### src/rtl/fetch_pkg.sv
// Shared definitions for the instruction fetch unit: FSM state encoding and
// default address width / reset PC.
package fetch_pkg;

   localparam int          ADDR_W_DEF   = 16;
   localparam logic [15:0] RESET_PC_DEF = 16'h0000;

   typedef enum logic [1:0] {
      IDLE = 2'd0,
      WAIT = 2'd1,
      DONE = 2'd2
   } fetch_state_t;

endpackage

### src/rtl/fetch_if.sv
// Signal bundle between the fetch unit, the control unit and instruction memory.
// The slave modport is the fetch unit; master is the control/memory side.
interface fetch_if
   import fetch_pkg::*;
#(
   parameter int ADDR_W = ADDR_W_DEF
);

   // Memory handshake: mem_req stays high with mem_addr stable until the
   // first cycle in which mem_valid is high; the read completes on that
   // rising edge (ir_we marks it) and mem_req drops on the next cycle.
   logic              fetch_start;
   logic              pc_load;
   logic [ADDR_W-1:0] pc_load_val;
   logic              mem_req;
   logic [ADDR_W-1:0] mem_addr;
   logic              mem_valid;
   logic              ir_we;
   logic              fetch_done;
   logic [ADDR_W-1:0] pc_out;
   logic              fault;
   fetch_state_t      state;

   modport master (
      output fetch_start,
      output pc_load,
      output pc_load_val,
      output mem_valid,
      input  mem_req,
      input  mem_addr,
      input  ir_we,
      input  fetch_done,
      input  pc_out,
      input  fault,
      input  state
   );

   modport slave (
      input  fetch_start,
      input  pc_load,
      input  pc_load_val,
      input  mem_valid,
      output mem_req,
      output mem_addr,
      output ir_we,
      output fetch_done,
      output pc_out,
      output fault,
      output state
   );

endinterface

### src/rtl/pc_counter.sv
// Program counter: asynchronous reset to RESET_PC, load has priority over
// increment, increment wraps modulo 2^ADDR_W.
module pc_counter #(
   parameter int                ADDR_W   = 16,
   parameter logic [ADDR_W-1:0] RESET_PC = '0
) (
   input  logic              clk,
   input  logic              rst,
   input  logic              load,
   input  logic [ADDR_W-1:0] load_val,
   input  logic              inc,
   output logic [ADDR_W-1:0] pc
);

   always_ff @(posedge clk or posedge rst) begin
      if (rst) begin
         pc <= RESET_PC;
      end else if (load) begin
         pc <= load_val;
      end else if (inc) begin
         pc <= pc + ADDR_W'(1);
      end
   end

endmodule

### src/rtl/fetch_unit.sv
// Instruction fetch unit: IDLE -> WAIT -> DONE sequencer driving one memory
// read per fetch_start. Optional WAIT timeout enabled by FETCH_TIMEOUT_EN.
module fetch_unit
   import fetch_pkg::*;
#(
   parameter int                ADDR_W         = ADDR_W_DEF,
   parameter logic [ADDR_W-1:0] RESET_PC       = ADDR_W'(RESET_PC_DEF),
   parameter int                TIMEOUT_CYCLES = 255
) (
   input  logic    clk,
   input  logic    rst,
   fetch_if.slave  bus
);

   fetch_state_t      state;
   fetch_state_t      state_nxt;
   logic              timeout;
   logic              pc_ld;
   logic              pc_inc;
   logic [ADDR_W-1:0] pc;

   always_ff @(posedge clk or posedge rst) begin
      if (rst) begin
         state <= IDLE;
      end else begin
         state <= state_nxt;
      end
   end

   always_comb begin
      state_nxt = state;
      case (state)
         IDLE: begin
            if (bus.fetch_start) state_nxt = WAIT;
         end
         WAIT: begin
            if (bus.mem_valid) begin
               state_nxt = DONE;
            end else if (timeout) begin
               state_nxt = IDLE;
            end
         end
         DONE:    state_nxt = IDLE;
         default: state_nxt = IDLE;
      endcase
   end

   // Load is applied on the same edge that leaves IDLE, so a simultaneous
   // fetch_start reads from the new target.
   assign pc_ld  = (state == IDLE) && bus.pc_load;
   assign pc_inc = (state == WAIT) && bus.mem_valid;

   pc_counter #(
      .ADDR_W   (ADDR_W),
      .RESET_PC (RESET_PC)
   ) u_pc (
      .clk      (clk),
      .rst      (rst),
      .load     (pc_ld),
      .load_val (bus.pc_load_val),
      .inc      (pc_inc),
      .pc       (pc)
   );

   // mem_req and fetch_done decode the state register only.
   assign bus.mem_req    = (state == WAIT);
   assign bus.fetch_done = (state == DONE);
   assign bus.ir_we      = pc_inc;
   assign bus.mem_addr   = pc;
   assign bus.pc_out     = pc;
   assign bus.state      = state;

`ifdef FETCH_TIMEOUT_EN
   localparam int CNT_W = $clog2(TIMEOUT_CYCLES + 1);

   logic [CNT_W-1:0] wait_cnt;
   logic             fault_q;

   // wait_cnt holds the number of WAIT cycles already spent without data;
   // the timeout edge is the TIMEOUT_CYCLES-th such cycle.
   assign timeout = (state == WAIT) && !bus.mem_valid &&
                    (wait_cnt == CNT_W'(TIMEOUT_CYCLES - 1));

   always_ff @(posedge clk or posedge rst) begin
      if (rst) begin
         wait_cnt <= '0;
         fault_q  <= 1'b0;
      end else begin
         if ((state == WAIT) && !bus.mem_valid && !timeout) begin
            wait_cnt <= wait_cnt + CNT_W'(1);
         end else begin
            wait_cnt <= '0;
         end
         if (timeout) begin
            fault_q <= 1'b1;
         end
      end
   end

   assign bus.fault = fault_q;
`else
   logic unused_timeout_cfg;

   assign timeout            = 1'b0;
   assign bus.fault          = 1'b0;
   assign unused_timeout_cfg = |TIMEOUT_CYCLES;
`endif

endmodule
### src/flat_wrapper.sv
// flat-port wrapper written by rule: the top's interface ports become plain ports
module fetch_unit_flat import fetch_pkg::*;
#(
   parameter int                ADDR_W         = ADDR_W_DEF,
   parameter logic [ADDR_W-1:0] RESET_PC       = ADDR_W'(RESET_PC_DEF),
   parameter int                TIMEOUT_CYCLES = 255
)
  (clk, rst, bus_fetch_start, bus_pc_load, bus_pc_load_val, bus_mem_valid, bus_mem_req, bus_mem_addr, bus_ir_we, bus_fetch_done, bus_pc_out, bus_fault, bus_state);
  fetch_if #(.ADDR_W(ADDR_W)) bus_i ();
  input  logic clk;
  input  logic rst;
  input wire logic [$bits(bus_i.fetch_start)-1:0] bus_fetch_start;
  input wire logic [$bits(bus_i.pc_load)-1:0] bus_pc_load;
  input wire logic [$bits(bus_i.pc_load_val)-1:0] bus_pc_load_val;
  input wire logic [$bits(bus_i.mem_valid)-1:0] bus_mem_valid;
  output wire logic [$bits(bus_i.mem_req)-1:0] bus_mem_req;
  output wire logic [$bits(bus_i.mem_addr)-1:0] bus_mem_addr;
  output wire logic [$bits(bus_i.ir_we)-1:0] bus_ir_we;
  output wire logic [$bits(bus_i.fetch_done)-1:0] bus_fetch_done;
  output wire logic [$bits(bus_i.pc_out)-1:0] bus_pc_out;
  output wire logic [$bits(bus_i.fault)-1:0] bus_fault;
  output wire logic [$bits(bus_i.state)-1:0] bus_state;
  assign bus_i.fetch_start = bus_fetch_start;
  assign bus_i.pc_load = bus_pc_load;
  assign bus_i.pc_load_val = bus_pc_load_val;
  assign bus_i.mem_valid = bus_mem_valid;
  assign bus_mem_req = bus_i.mem_req;
  assign bus_mem_addr = bus_i.mem_addr;
  assign bus_ir_we = bus_i.ir_we;
  assign bus_fetch_done = bus_i.fetch_done;
  assign bus_pc_out = bus_i.pc_out;
  assign bus_fault = bus_i.fault;
  assign bus_state = bus_i.state;
  fetch_unit #(.ADDR_W(ADDR_W), .RESET_PC(RESET_PC), .TIMEOUT_CYCLES(TIMEOUT_CYCLES)) u_core (.clk(clk), .rst(rst), .bus(bus_i));
endmodule
### config.mk
export PLATFORM = sky130hd
export DESIGN_NAME = fetch_unit_flat
export DESIGN_NICKNAME = d
export VERILOG_FILES = /design/src/rtl/fetch_pkg.sv /design/src/rtl/fetch_if.sv /design/src/rtl/pc_counter.sv /design/src/rtl/fetch_unit.sv /design/src/flat_wrapper.sv
export SDC_FILE = /design/constraint.sdc
export NUM_CORES = 1
export LEC_CHECK = 0
export BUFFER_PORTS_ARGS = -buffer_cell sky130_fd_sc_hd__buf_2
export CORE_MARGIN = 2
export CORE_UTILIZATION = 40
export CTS_BUF_LIST = sky130_fd_sc_hd__clkbuf_16
export DETAILED_ROUTE_END_ITERATION = 10
export GPL_ROUTABILITY_DRIVEN = 0
export PLACE_DENSITY = 0.75
export SLEW_MARGIN = 20
export SYNTH_ARGS = -nofsm -noshare
export SYNTH_HDL_FRONTEND = slang
export SYNTH_HIERARCHICAL = 1
export SYNTH_SLANG_ARGS = --single-unit
### constraint.sdc
create_clock -name clk -period 1.6 [get_ports clk]
set_input_delay 0 -clock clk [delete_from_list [all_inputs] [get_ports clk]]
set_output_delay 0 -clock clk [all_outputs]
set_load 0.01 [all_outputs]
==> Yosys cells after proc, flatten, opt, wreduce, memory -nomap -nowiden <==
Index checks and enable logic that the tools add are counted.
{ "op_classes": {"add_sub_neg": 1, "n_eq_ne": 4, "muxes": 5, "n_reduce_logical": 5} }
{ "ops": {"columns": ["cell", "n"], "rows": [
  ["$mux 16", 2],
  ["$add 16x1->16 const B", 1],
  ["$mux 2", 2],
  ["$ne 2x2->1 const B", 2],
  ["$pmux 2 s2", 1],
  ["$eq 2x1->1 const B", 1],
  ["$eq 2x2->1 const B", 1],
  ["$logic_and 1x1->1", 2],
  ["$logic_not 2->1", 1],
  ["$reduce_and 2->1", 1],
  ["$reduce_bool 2->1", 1]
]} }
{ "word_totals": {"regBits": 18, "in_bits": 21, "out_inout_bits": 38, "wordCells": 17} }

==> Logic depth before layout (Yosys ltp) <==
{ "logic_depth": {"word_depth": 4, "mapped_depth": 7, "mapped_depth_nobuf": 6} }

==> Modules after synthesis <==
Netlist, hierarchy kept.
{ "modules_own_cells": {"columns": ["mod", "n_inst", "cells_each", "area_each_um2", "seq_area_each_um2"], "rows": [
  ["pc_counter", 1, 101, 917.1, 400.4],
  ["fetch_unit", 1, 29, 244.0, 50.0]
]} }

==> Least setup slack after synthesis <==
Ideal clock, no wire load.
{ "synth_path": {"path_type": "flip-flop to flip-flop", "from": "reg u_core.state[0] (netlist: u_core/bus.state[0])", "to": "reg u_core.u_pc.pc[13]", "setup_ns": 0.127, "arrival_time_ns": 1.748, "required_ns": 1.473, "slack_ns": -0.275, "stages_incl_launch_ff": 8, "n_path_buf": 1, "synth_period_minus_slack_ns": 1.875, "path_cell_list": "dfrtp_1 > nor2b_4 > and2_1 > buf_2 > nand3_1 > nor3_1 > mux2i_1 > nand3_1"} }
{ "synth_between": {"elab_chain_len": 3, "word_cells_on_any_way": 6, "classes_between": "1 x eq/ne; 1 x mux; 4 x reduce/logical"} }
{ "synth_lines": {"columns": ["item", "line", "rtl"], "rows": [
  ["start, declared", "fetch_unit.sv:15", "fetch_state_t state;"],
  ["start signal, assigned", "fetch_unit.sv:26", "state <= state_nxt;"],
  ["$eq 2x1->1", null, null],
  ["net bus_mem_req", "flat_wrapper.sv:16", "output wire logic [$bits(bus_i.mem_req)-1:0] bus_mem_req;"],
  ["$logic_and 1x1->1", "fetch_unit.sv:51", "assign pc_inc = (state == WAIT) && bus.mem_valid;"],
  ["net bus_ir_we", "flat_wrapper.sv:18", "output wire logic [$bits(bus_i.ir_we)-1:0] bus_ir_we;"],
  ["$reduce_bool 2->1 (no source line)", null, null],
  ["end signal, assigned", "pc_counter.sv:19", "pc <= load_val;"],
  ["end signal, assigned", "pc_counter.sv:21", "pc <= pc + ADDR_W'(1);"],
  ["end, declared", "pc_counter.sv:12", "output logic [ADDR_W-1:0] pc"]
]} }
The timed path passes the listed nets, and every way through them passes these cells.
A chain may end at the register's enable or synchronous reset.

==> Final worst setup path <==
{ "layout_path": {"from": "reg u_core.state[1] (netlist: u_core/bus.state[1])", "to": "reg u_core.u_pc.pc[10]"} }
{ "layout_between": {"elab_chain_len": 3, "word_cells_on_any_way": 6, "classes_between": "1 x eq/ne; 1 x mux; 4 x reduce/logical"} }
{ "layout_lines": {"columns": ["item", "line"], "rows": [
  ["$eq 2x1->1 / $logic_not 2->1 (equally long branches)", "fetch_unit.sv:51, fetch_unit.sv:50"],
  ["$logic_and 1x1->1, on equally long branches", "fetch_unit.sv:51, fetch_unit.sv:50"],
  ["$reduce_bool 2->1 (no source line) / $mux 16 (equally long branches)", null]
]} }
Several ways; a longest one is shown, not always the timed one.

==> Flow_metrics.wiki <==
{| class="wikitable"
! Metric !! Value
|-
| Layout cells sized above 1 || 44.4%
|-
| Netlist area before placement || 1160 um2
|-
| Total global routing track utilization || between 10% and 20%
|-
| Ant. Diodes || 0
|-
| Sw Pwr || roughly 1.1 mW
|-
| Effective utilization at floorplan || ~42%
|-
| Fraction of the yosys area taken by sequential cells || around 39%
|-
| Final WL || 3000 um
|-
| Post-synthesis register bit count || 18
|-
| Critical-path cell with the highest stage delay || sky130_fd_sc_hd__dfrtp_2
|-
| Share of total power in combinational logic || 49.2%
|-
| Number of buffer and inverter instances along the worst setup path || 1
|-
| Largest net degree at the start of global routing || 19
|-
| Width of the die || about 58 um
|-
| Post-synthesis net count || approximately 150
|-
| Master cell of the clock root buffer || sky130_fd_sc_hd__clkbuf_16
|-
| Worst-case hold slack || 0.00465 ns
|-
| Final Critical Period || 1.59 ns
|-
| Data arrival time of the critical path || 1.71 ns
|-
| Count of boundary I/O pins || 59
|-
| Peak supply drop || 0.000914 V
|-
| Critical path endpoint category || flop
|-
| Number of distinct library cell variants in the gate-level netlist after synthesis || 29
|-
| Drt via density || 4.83
|-
| Number of global-route vias before repair || between 1000 and 1500
|-
| Most common cell after layout, fill and taps aside || sky130_fd_sc_hd__buf_2
|-
| Worst EP required || 1.72 ns
|-
| Number of hold violations in the final report || 0
|-
| Worst-case clock buffer depth || 2
|-
| Number of setup violations in the final report || 0
|-
| Setup repair after global routing missed its margin || true
|-
| Post-synthesis cell type with the largest combined area || sky130_fd_sc_hd__dfrtp_1
|-
| DIE HEIGHT || 57.9 um
|-
| Fin Clk Skew || about 0.0027 ns
|-
| Avg Cell Area, Syn || 8.93 um2
|-
| Result of the run || finished, final reports clean
|-
| Worst slew pin tran || 0.627 ns
|-
| Wire length of the first global-routing pass || ~4800 um
|-
| Placement Rows || 19
|-
| Floorplan core area || 2760 um2
|-
| Internal power contribution || roughly 1.6 mW
|-
| Worst slew margin relative to its limit || 58.1%
|-
| Sequential cell fraction of total power || 31.9%
|-
| Total Nets Final || 222
|-
| Total clock buffers created by CTS || 3
|-
| Top cells by area, synth || sky130_fd_sc_hd__dfrtp_1 (39%), sky130_fd_sc_hd__buf_4 (11%), sky130_fd_sc_hd__nand2_1 (6.5%)
|-
| Power per cell area || between 1500 and 2000 nW/um2
|-
| Static Leakage || 0.823 nW
|-
| Worst hold path type || in2reg
|-
| Max-cap violations || 0
|-
| Synthesized instance count || 130
|-
| Number of antenna violations at the first check in global routing || 0
|-
| Net switching share of the total power || 40.5%
|-
| Detailed-route wire length per cell || around 13 um
|-
| Latest clock arrival within the worst-skew pair || 0.25 ns
|-
| Antenna viol nets, final || 0
|-
| Clock tree from TritonCTS || yes
|-
| Maximum cell stage delay along the critical path || 0.42 ns
|-
| Overall overflow remaining after global route || 0
|-
| Number of port buffers || 57
|-
| Remaining design rule violation count || 0
|-
| Post-synthesis to final-layout area growth || 49.7%
|-
| Cell family contributing the most delay on the critical path || simple AND/OR/NAND/NOR gates
|-
| Warnings, synthesis || 6
|-
| Detailed Place HPWL || ~2100 um
|-
| Die area || 3350 um2
|-
| Clock-pin transition on the worst setup and hold timing paths || 0.05 ns
|-
| Area share of the largest cell type after synthesis || 38.8%
|-
| Critical Path Source Type || flop
|-
| Highest clock rate || 0.630 GHz
|-
| Worst setup path class || reg2reg
|-
| Clock Sink Count || 18
|-
| Share of the clock period used by the worst path || 99.2%
|-
| Critical path fanouts, max || 3
|-
| # H-tree levels || 1
|-
| Clock power frac || 18.9%
|-
| Violation count after the first detailed-route iteration || 23
|-
| Critical Path, Cell by Cell || nor2b_4 -> and2_4 -> nand4_1 -> buf_4 -> nor3_4 -> xnor2_1 -> o21ai_0
|-
| Max-slew violations || 0
|-
| Total number of vias || 1107
|-
| Pre-antenna DRT Iters || 5
|-
| Final Power || 2.61 mW
|-
| Most frequent cells in the layout || sky130_fd_sc_hd__buf_2 (57), sky130_fd_sc_hd__nand2_1 (20), sky130_fd_sc_hd__dlygate4sd3_1 (17)
|}
-- stage by stage --
step           instances  util (%)  TNS [ns]  worst slack [ns]  area, um2
2_1_floorplan        130         -    -0.161           -0.0388       1210
3_3_place_gp         206      52.6         0            0.0493       1450
3_5_place_dp         206      52.6   -0.0457           -0.0347       1450
4_1_cts              229      62.5         0            0.0354       1720
5_1_grt              229      63.0   -0.0363           -0.0344       1740
6_report             229      63.0         0            0.0130       1740
-- cells in the mapped netlist, drive strengths merged --
cell / n
ha: 1
nor4: 5
nor2b: 3
nand3: 5
mux2: 1
buf: 18
clkbuf: 3
and3: 1
inv: 5
nor3b: 1
o21ai: 15
dfrtp: 18
conb: 1
nand2b: 2
nand2: 20
nand4: 5
nor3: 4
xnor2: 8
a21oi: 1
xor2: 5
and2: 2
nor2: 2
and2b: 1
mux2i: 3
-- state kept, by name (all words and copies together) (netlist names) --
register,cells
u_core/u_pc/pc,16
u_core/bus.state,2
-- worst register-to-register path, delay by kind of cell (launching register included) --
family	cells	cell delay [ns]
compound gates	1	0.09
xor+xnor	1	0.14
buf+inv	1	0.19
flops	1	0.42
simple gates	4	0.62
-- routing by layer --
metal | wire length [um] | vias up | global-route usage [%] | share of wire [%]
met5 | 0 | - | 0 | 0
met4 | 15 | 0 | 4.98 | 0.50
met3 | 178 | 2 | 2.46 | 5.9
met2 | 1610 | 39 | 35.4 | 54
met1 | 1200 | 509 | 21.3 | 40
li1 | - | 557 | - | -
-- kinds of logic after synthesis --
group | after synthesis | share of synthesized area (%)
adder cells (fa/ha/maj) | 1 | 1.08
AND/OR/NAND/NOR | 51 | 25.5
flip-flops | 18 | 38.8
AO/OA/AOI/OAI | 16 | 6.90
multiplexers | 4 | 3.56
other | 1 | 0.323
buffers and inverters | 26 | 14.0
XOR/XNOR | 13 | 9.81
-- power by group through the flow --
stage                     clock, mW  sequential (mW)  combinational, mW
after CTS                     0.504            0.831               1.28
after global routing          0.519            0.865               1.40
final                         0.493            0.834               1.29
after detailed placement          0            0.839               1.23
after global placement            0            0.827               1.20
after floorplan                   0            0.972              0.729
-- worst paths after layout --
kind,start,endpoint,slack (ns),cells after the start
max,u_core/bus.state[1],u_core/u_pc/pc[10],0.01,7
min,bus_fetch_start,u_core/bus.state[0],0.005,3
max reg2reg,u_core/bus.state[1],u_core/u_pc/pc[10],0.01,7
min reg2reg,u_core/bus.state[1],u_core/bus.state[0],0.59,2
max in group asynchronous,rst,u_core/u_pc/pc[5],0.76,3
min in group asynchronous,rst,u_core/bus.state[0],0.17,3
-- timing repair --
item / CTS / global route
endpoints found under the setup margin: 4 / 5
gates resized for setup: 1 / 5
hold buffers: 17 / 0
setup buffers: 3 / 0
endpoints found under the hold margin: 34 / 0
pin swaps: 5 / 1
-- cell type report --
class,instances,area [um2]
Inverter,5,18.8
Tap cell,31,38.8
Multi-Input combinational cell,86,604
Clock buffer,3,75.1
Fill cell,233,1020
Timing Repair Buffer,86,546
Sequential cell,18,455
(Power assumes the default switching activity.)
